File: config.mk
export PLATFORM = sky130hd
export DESIGN_NAME = instr_fetch_unit
export DESIGN_NICKNAME = d
export VERILOG_FILES = /design/src/rtl/lc2k_pkg.sv /design/src/rtl/instr_fetch_unit.sv
export SDC_FILE = /design/constraint.sdc
export NUM_CORES = 1
export LEC_CHECK = 0
export ABC_AREA = 0
export CAP_MARGIN = 25
export CORE_MARGIN = 3
export CORE_UTILIZATION = 44
export DETAILED_ROUTE_END_ITERATION = 10
export PLACE_DENSITY_LB_ADDON = 0.08
export SLEW_MARGIN = 20
export SYNTH_ARGS = -nofsm -noshare
export SYNTH_HDL_FRONTEND = slang
export SYNTH_SLANG_ARGS = --single-unit
File: constraint.sdc
create_clock -name clk -period 7.7 [get_ports clk]
set_input_delay 1.54 -clock clk [delete_from_list [all_inputs] [get_ports clk]]
set_output_delay 1.54 -clock clk [all_outputs]
set_load 0.1 [all_outputs]
File: src/rtl/lc2k_pkg.sv
// Shared LC-2K fetch definitions: fetch state encoding, opcode field bounds,
// the halt opcode and the 32-bit word type.
package lc2k_pkg;

  typedef logic [31:0] word_t;

  typedef enum logic [1:0] {
    ST_FETCH  = 2'd0,
    ST_DRAIN  = 2'd1,
    ST_HOLD   = 2'd2,
    ST_HALTED = 2'd3
  } fetch_state_e;

  localparam int         OPC_HI      = 24;
  localparam int         OPC_LO      = 22;
  localparam logic [2:0] OPCODE_HALT = 3'b110;

  function automatic logic is_halt(input word_t instr);
    return instr[OPC_HI:OPC_LO] == OPCODE_HALT;
  endfunction

endpackage

File: src/rtl/instr_fetch_unit.sv
// LC-2K instruction fetch unit: one outstanding imem request, one-entry hold
// buffer to decode, redirect squash/drain. IFU_PERF_COUNT_EN adds fetch_count.
module instr_fetch_unit
  import lc2k_pkg::*;
#(
  parameter logic [31:0] RESET_PC = 32'd0,
  parameter int          ADDR_W   = 16
) (
  input  logic              clk,
  input  logic              reset,
  input  logic              redirect_valid,
  input  logic [31:0]       redirect_target,
  output logic              imem_req,
  output logic [ADDR_W-1:0] imem_addr,
  input  logic              imem_ack,
  input  logic [31:0]       imem_rdata,
  output logic              fetch_valid,
  input  logic              fetch_ready,
  output logic [31:0]       fetch_instr,
  output logic [31:0]       fetch_pc,
  output logic [31:0]       fetch_pc_plus_one
`ifdef IFU_PERF_COUNT_EN
  ,
  output logic [31:0]       fetch_count
`endif
);

  fetch_state_e state_q, state_d;
  word_t        pc_q, pc_d;
  word_t        target_q, target_d;
  word_t        instr_q, instr_d;
  word_t        fpc_q, fpc_d;
  word_t        fpc1_q, fpc1_d;
  logic         req_en_q, req_en_d;
  logic         ack;
  logic         handshake;

  // pc_q is the address on the bus; during DRAIN it stays on the squashed
  // request while target_q remembers where to go once the ack lands.
  assign imem_req          = req_en_q && (state_q == ST_FETCH || state_q == ST_DRAIN);
  assign imem_addr         = pc_q[ADDR_W-1:0];
  assign fetch_valid       = (state_q == ST_HOLD) && !redirect_valid;
  assign handshake         = fetch_valid && fetch_ready;
  assign ack               = imem_req && imem_ack;
  assign fetch_instr       = instr_q;
  assign fetch_pc          = fpc_q;
  assign fetch_pc_plus_one = fpc1_q;

  always_comb begin
    // NOTE: every _d gets its current value first so no path leaves a latch.
    state_d  = state_q;
    pc_d     = pc_q;
    target_d = target_q;
    instr_d  = instr_q;
    fpc_d    = fpc_q;
    fpc1_d   = fpc1_q;
    req_en_d = 1'b1;

    if (redirect_valid) begin
      if (state_q == ST_FETCH && imem_req && !ack) begin
        state_d  = ST_DRAIN;
        target_d = redirect_target;
      end else if (state_q == ST_DRAIN && !ack) begin
        target_d = redirect_target;
      end else begin
        state_d = ST_FETCH;
        pc_d    = redirect_target;
      end
    end else begin
      unique case (state_q)
        ST_FETCH: begin
          if (ack) begin
            instr_d = imem_rdata;
            fpc_d   = pc_q;
            fpc1_d  = pc_q + 32'd1;
            state_d = ST_HOLD;
          end
        end
        ST_DRAIN: begin
          if (ack) begin
            state_d = ST_FETCH;
            pc_d    = target_q;
          end
        end
        ST_HOLD: begin
          if (handshake) begin
            pc_d    = pc_q + 32'd1;
            state_d = is_halt(instr_q) ? ST_HALTED : ST_FETCH;
          end
        end
        ST_HALTED: ;
        default: state_d = ST_FETCH;
      endcase
    end
  end

  // NOTE: state registers use non-blocking assignment so all flops update together.
  always_ff @(posedge clk or posedge reset) begin
    if (reset) begin
      state_q  <= ST_FETCH;
      pc_q     <= RESET_PC;
      target_q <= RESET_PC;
      instr_q  <= '0;
      fpc_q    <= '0;
      fpc1_q   <= '0;
      req_en_q <= 1'b0;
    end else begin
      state_q  <= state_d;
      pc_q     <= pc_d;
      target_q <= target_d;
      instr_q  <= instr_d;
      fpc_q    <= fpc_d;
      fpc1_q   <= fpc1_d;
      req_en_q <= req_en_d;
    end
  end

`ifdef IFU_PERF_COUNT_EN
  word_t count_q, count_d;

  always_comb begin
    count_d = count_q;
    if (handshake) count_d = count_q + 32'd1;
  end

  always_ff @(posedge clk or posedge reset) begin
    if (reset) count_q <= '0;
    else       count_q <= count_d;
  end

  assign fetch_count = count_q;
`endif

endmodule

# Word level (Yosys, flattened, before mapping)
# Cells that the tools add are included.
# word_totals
inputBits,69
out_inout_bits,114
word_cells,52
reg_bits,163
# classes
add_sub_neg,1
eq_ne,9
bitwise,1
n_reduce_logical,18
mux,16
# op_table
operator,count
2-to-1 mux 32 bit,7
case mux 32 bit (2 select lines),1
"adder 32 x 1 -> 32 bit, second input constant",1
2-to-1 mux 2 bit,7
"!= test 3 bit, second input constant",4
AND reduction 5 bit,2
logical AND 1 bit,7
case mux 2 bit (3 select lines),1
"!= test 2 bit, second input constant",2
nonzero test 4 bit,1
"== test 3 bit, second input constant",1
AND reduction 3 bit,1
nonzero test 3 bit,1
"== test 2 x 1 -> 1 bit, second input constant",1
"== test 2 bit, second input constant",1
logical NOT 1 bit,2
logical NOT 2 bit,1
AND reduction 2 bit,1
nonzero test 2 bit,1
logical OR 1 bit,1
NOT 1 bit,1

# Depth between registers and ports, before layout
# depth
word_depth,9
depth_mapped,10
ltp_nobuf,7

# Worst setup path after synthesis
# OpenSTA, ideal clock, no wires.
# synth_path
path_kind,input -> output
startpoint,in redirect_valid
endpoint,out fetch_valid
t_arrival_ns,3.428
path_stages,6
required_ns,6.160
path_buffers,3
setup_slack_ns,2.732
path_cell_list,clkbuf_1 -> inv_1 -> clkbuf_1 -> nand2_1 -> inv_1 -> buf_1
# synth_via
elab_chain_len,2
# synth_lines
item,line,text
from (decl),instr_fetch_unit.sv:11,"input logic redirect_valid,"
logical NOT 1 bit,instr_fetch_unit.sv:42,assign fetch_valid = (state_q == ST_HOLD) && !redirect_valid;
logical AND 1 bit,instr_fetch_unit.sv:42,
to (decl),instr_fetch_unit.sv:17,"output logic fetch_valid,"
# Every way passes these cells.

# Worst setup path in the final report
# Ends and elaborated chain as after synthesis.

==> results.py <==
metrics = {
    "min_path": {
        "hold_path.class": "flip-flop to flip-flop",
        "worstHoldEndpoint": "fetch_pc_plus_one[7]$_DFFE_PP0P_",
        "worstHoldStart": "fetch_pc_plus_one[7]$_DFFE_PP0P_",
        "hold_depth": 2,
    },
    "placement": {
        "dp.cells": 1024,
        "io_buffers": 182,
        "place.gp.congestion": 0.8413,
        "dp_hpwl_mm": 13.69,
    },
    "die": {
        "die_y_um": 138.2,
        "num_rows": 47,
        "dieWidth_um": 138.2,
        "core_mm2": 0.01682,
        "initial_utilization": 0.4572,
        "boundaryPins": 183,
        "design.die.area_mm2": 0.01910,
    },
    "worst_setup_path": {
        "cp.required_ns": 6.16,
        "reg2reg_to": "pc_q[31]$_DFFE_PP0P_",
        "crit_fanout": 37,
        "slowest_stage": "inv_1",
        "reg2reg_from": "state_q[0]$_DFFE_PP0P_",
        "critPathArrivalTime_ns": 4.56,
        "max_stage_delay_ns": 0.74,
        "rrSetupSlack_ns": 4.83,
        "path_common_cell": "buf_4",
        "crit_chain": "clkdlybuf4s50_1 > buf_4 > inv_1 > nand2_1 > inv_1 > buf_4 > buf_4",
        "path_class": "input port to output pin",
        "crit_path_end_kind": "output pin",
        "startpoint_type": "input port",
        "rr_worst_depth": 8,
    },
    "cts": {
        "clock_path_buffers": 2,
        "cts.clk_slew.worst_paths_ns": 0.06,
        "cts_setup_buffers": 0,
        "cts_tree": "built",
        "htree_num_levels": 4,
        "numCtsBuffers": 17,
        "root_buffer": "clkbuf_16",
        "cts_resized": 0,
        "clock_latency_ns": 0.43,
        "hold_buffers": 0,
        "clock-sinks": 163,
    },
    "timing": {
        "slew_viol_final": 0,
        "worstMarginPinSlew_ns": 1.019,
        "hold_ws_ns": 0.4799,
        "rsz0062_at_grt": "false",
        "fin_crit_ns": 6.096,
        "hold_viol": 0,
        "max_slew_margin": 0.3204,
        "skew_ns": 0.006618,
        "period_share": 0.7917,
        "fmaxAchievable_mhz": 164.0,
        "setup_viol": 0,
        "finalSetupTns_ns": 0,
    },
    "yosys": {
        "syn_nets": 758,
        "netlist.area_leader.share": 0.5304,
        "syn_inst": 685,
        "ys_seq_area_frac": 0.5304,
        "synth_edf_count": 0,
        "ys_warn_count": 0,
        "synth.avg_cell_area_um2": 11.23,
        "yosysTopAreaCell": "dfrtp_1",
        "synth_cell_types": 48,
        "synth_seq_cells": 163,
        "netlist_area_mm2": 0.007690,
        "synth.area.top_cells": "dfrtp_1 (53%), mux2_2 (14%), o21ai_0 (4.0%)",
        "synth_ff_type": "dfrtp_1",
        "ys_async_sr_fraction": 1.000,
    },
    "grt": {
        "grt_pass1_wl_mm": 31.57,
        "gr-total-overflow": 0,
        "antenna_found_initial": 1,
        "grt_util_all_layers": 0.2034,
        "first_global_vias": 5862,
        "grt_max_degree": 90,
    },
    "layout": {
        "utilization": 0.6071,
        "area_growth_pct": 32.78,
        "fillCellCount": 1381,
        "drive_gt1_frac": 0.1778,
        "stdcell_count": 1059,
        "final_nets": 898,
    },
    "detailed_routing": {
        "drt-initial-drc-count": 502,
        "drtPass1Iterations": 5,
        "wl_mm": 19.38,
        "wire_per_inst_um": 18.30,
        "ant_nets": 0,
        "dr_total_vias": 5859,
        "drc": 0,
        "drt-vias-per-instance": 5.533,
    },
    "run_status": {
        "status": "complete, no violations",
    },
    "run": {
        "maxCapViolCount": 0,
    },
}
## layout make-up
type | count | area, um^2 | share of cell area
Sequential cell | 163 | 4079 | 0.3995
Multi-Input combinational cell | 446 | 3273 | 0.3206
Timing Repair Buffer | 190 | 1899 | 0.1860
Clock buffer | 19 | 442.9 | 0.04338
Tap cell | 220 | 275.3 | 0.02696
Clock inverter | 13 | 207.7 | 0.02034
Inverter | 7 | 31.28 | 0.003063
Antenna cell | 1 | 2.502 | 0.0002451
## worst max-delay path by stage
| stage | start | endpoint | slack [ns] |
|---|---|---|---|
| global placement | redirect_valid | fetch_valid | 1.67 |
| global route | redirect_valid | fetch_valid | 1.41 |
| CTS | redirect_valid | fetch_valid | 1.64 |
| finish | redirect_valid | fetch_valid | 1.60 |
| floorplan | reset | fetch_instr[0]$_DFFE_PP0P_ | 1.76 |
| detailed placement | redirect_valid | fetch_valid | 1.62 |
## state kept, by name, indices dropped and copies added (netlist names)
register,count
fetch_pc,32
req_en_q,1
pc_q,32
target_q,32
fetch_instr,32
fetch_pc_plus_one,32
state_q,2
## critical path: cells and delay by family
family / cells / cell delay [ns]
and+or+nand+nor: 1 / 0.73
buffers and inverters: 6 / 2.24
## logic make-up after synthesis
family	share of synthesized area
and+or+nand+nor	0.1069
buffers and inverters	0.04637
other	0.0004877
xor gates and xnor gates	0.03417
adders and majority gates	0.006509
DFF	0.5304
AOI/OAI and AO/OA	0.1305
muxes	0.1446
## Yosys cell counts, types with 10 or more instances
cell type,n
nand4_1,10
o22a_1,17
clkbuf_1,38
a31oi_1,14
buf_4,16
mux2_2,97
dfrtp_1,163
nor2_1,16
nand2_1,57
and3_1,11
xor2_1,12
xnor2_1,18
o21a_1,12
o21ai_0,61
or3_1,19
a21oi_1,21
## layer usage
| layer | GRT usage | routed length, um | up-vias |
|---|---|---|---|
| met1 | 0.2766 | 8464 | 2911 |
| met3 | 0.04454 | 1072 | 21 |
| met5 | 0 | 0 | - |
| li1 | - | - | 2743 |
| met4 | 0.05928 | 274 | 0 |
| met2 | 0.3304 | 9563 | 184 |
## cell usage in the layout (no fill, tap or decap), drive strengths merged, types with 2 or more instances in the layout
cell type      count
or4                2
clkinv             7
inv                7
clkbuf            19
or3               19
o21a              12
a41oi              3
a2bb2oi            6
xnor2             18
o21ai             64
nor3               5
a211oi             5
o22a              17
a311oi             3
dfrtp            163
nand4             11
nand4b             2
mux2i              2
bufinv             5
nor2              16
nand2             57
and3              11
mux2              97
a21oi             21
buf                9
and4               9
ha                 4
clkdlybuf4s50    181
nand3              9
nor4               5
xor2              12
and2               2
o22ai              9
a31oi             14
## through the flow
stage | setup WS [ns] | cell area, um^2
finish | 1.604 | 10210
floorplan | 1.755 | 7690
CTS | 1.638 | 10170
global placement | 1.671 | 9523
global route | 1.413 | 10210
detailed placement | 1.624 | 9523
Power is left out: the tool's default activity adds up to more than one toggle a clock period on the data nets, which glitch-free logic cannot reach.
==> RTL change (same settings) <==
Add an input register stage for `redirect_target`, without a reset; this delays it by one clock. The other inputs are not delayed to match.
--- a/src/rtl/instr_fetch_unit.sv
+++ b/src/rtl/instr_fetch_unit.sv
@@ -26,2 +26,8 @@
 );
+
+  logic [31:0] redirect_target_q;
+
+  always_ff @(posedge clk) begin
+    redirect_target_q <= redirect_target;
+  end
 
@@ -61,8 +67,8 @@
         state_d  = ST_DRAIN;
-        target_d = redirect_target;
+        target_d = redirect_target_q;
       end else if (state_q == ST_DRAIN && !ack) begin
-        target_d = redirect_target;
+        target_d = redirect_target_q;
       end else begin
         state_d = ST_FETCH;
-        pc_d    = redirect_target;
+        pc_d    = redirect_target_q;
       end
Function: changed (a bounded check fails within 4 cycles, from zero or initial values and one cycle with reset high).
==> RTL change against the original RTL <==
Worst setup slack gained 1400 ps; area after synthesis up 8.1%; synthesized cell count is 7.9% higher; wire length rose by 5.6%; fmax up 29%; cell count is 5.9% higher; sequential cell count up 32; cell area is 5.3% higher.
Power is not shown: default switching activity piles up to over one toggle a cycle in this logic, so the estimate is an artifact.
==> RTL change: results (changes against the original RTL) <==
\begin{tabular}{lr}
\hline
Metric & Value \\
\hline
\multicolumn{2}{l}{\textbf{Run status}} \\
Outcome & completed \\
\multicolumn{2}{l}{\textbf{Layout}} \\
Number of clock buffer instances in the layout & 18 (-1) \\
FF+latch area & 4720 um2 (+16\%) \\
Fillcell total & 1502 (+8.8\%) \\
Multi-input gates & 467 (+4.7\%) \\
Buffer count excluding the clock tree in the final layout & 189 (-0.53\%) \\
Layout inverter count without the clock tree & 9 (+2) \\
Diodes inserted & 0 (-1) \\
Final layout net count & 949 (+5.7\%) \\
Ratio of cells with drive above 1 in the final layout & 0.1648 (-0.01301) \\
\multicolumn{2}{l}{\textbf{Global route}} \\
Number of antenna violations at the first check in global routing & 0 (-1) \\
Total global routing track utilization & 0.2061 (+0.002691) \\
Vias in the first global route & 6369 (+8.6\%) \\
\multicolumn{2}{l}{\textbf{Synthesis}} \\
Number of flip-flops and latches in the synthesized netlist & 195 (+20\%) \\
Share of synthesized registers carrying an async set or reset & 0.8359 (-0.1641) \\
Sequential area share after synthesis & 0.5679 (+0.03747) \\
Synth Area in Adders & 0.001506 (-0.005003) \\
Complex-gate fraction of the synthesized area & 0.1129 (-0.01757) \\
Commonest cells in the netlist & dfrtp\_1 (163), mux2\_2 (94), o21ai\_0 (81) \\
\multicolumn{2}{l}{\textbf{Routing}} \\
Length of routed met2 wiring & 10070 um (+5.3\%) \\
Routed met3 length & 1185 um (+11\%) \\
Overall via count from detail\_route & 6203 (+5.9\%) \\
\multicolumn{2}{l}{\textbf{Hold path}} \\
Worst hold path startpoint & fetch\_pc\_plus\_one[2]\$\_DFFE\_PP0P\_ \\
\multicolumn{2}{l}{\textbf{Setup path}} \\
Largest fanout of any net on the critical path & 47 (+27\%) \\
Slowest cell delay on critical path & 720 ps (-20 ps) \\
Reg2reg path depth & 4 (-4) \\
\multicolumn{2}{l}{\textbf{Clocking}} \\
Clk Latency, worst-skew pair & 450 ps (+20 ps) \\
\hline
\end{tabular}
[RTL change: changes by cell type in the layout (fill, tap and decap cells not counted), moves of 15 or more]
cell / delta
dfxtp_1: +32
nand2_1: +18
nor2_1: +15
o21ai_0: +20
o22a_1: -15
o2bb2ai_1: +16
or3_1: -18
[RTL change: metrics by stage]
stage / cell area [um2] / util / worst slack (ps) / cells / hold WS [ps]
6_report: 10750 / 0.5884 / 2987 / 1121 / 480.0
5_1_grt: 10750 / 0.5884 / 2899 / 1121 / 511.6
4_1_cts: 10750 / 0.5882 / 3017 / 1121 / 485.9
3_5_place_dp: 10160 / 0.5560 / 3021 / 1089 / 470.0
3_3_place_gp: 10160 / 0.5559 / 3039 / 1089 / 464.6
2_1_floorplan: 8310 / - / 1755 / 739 / 453.9
[RTL change: worst register-to-register path: stages (launching register included)]
cell	delay (ps)
dfrtp_1	470
o21ai_0	280
nor3_2	840
buf_4	460
mux2_2	400
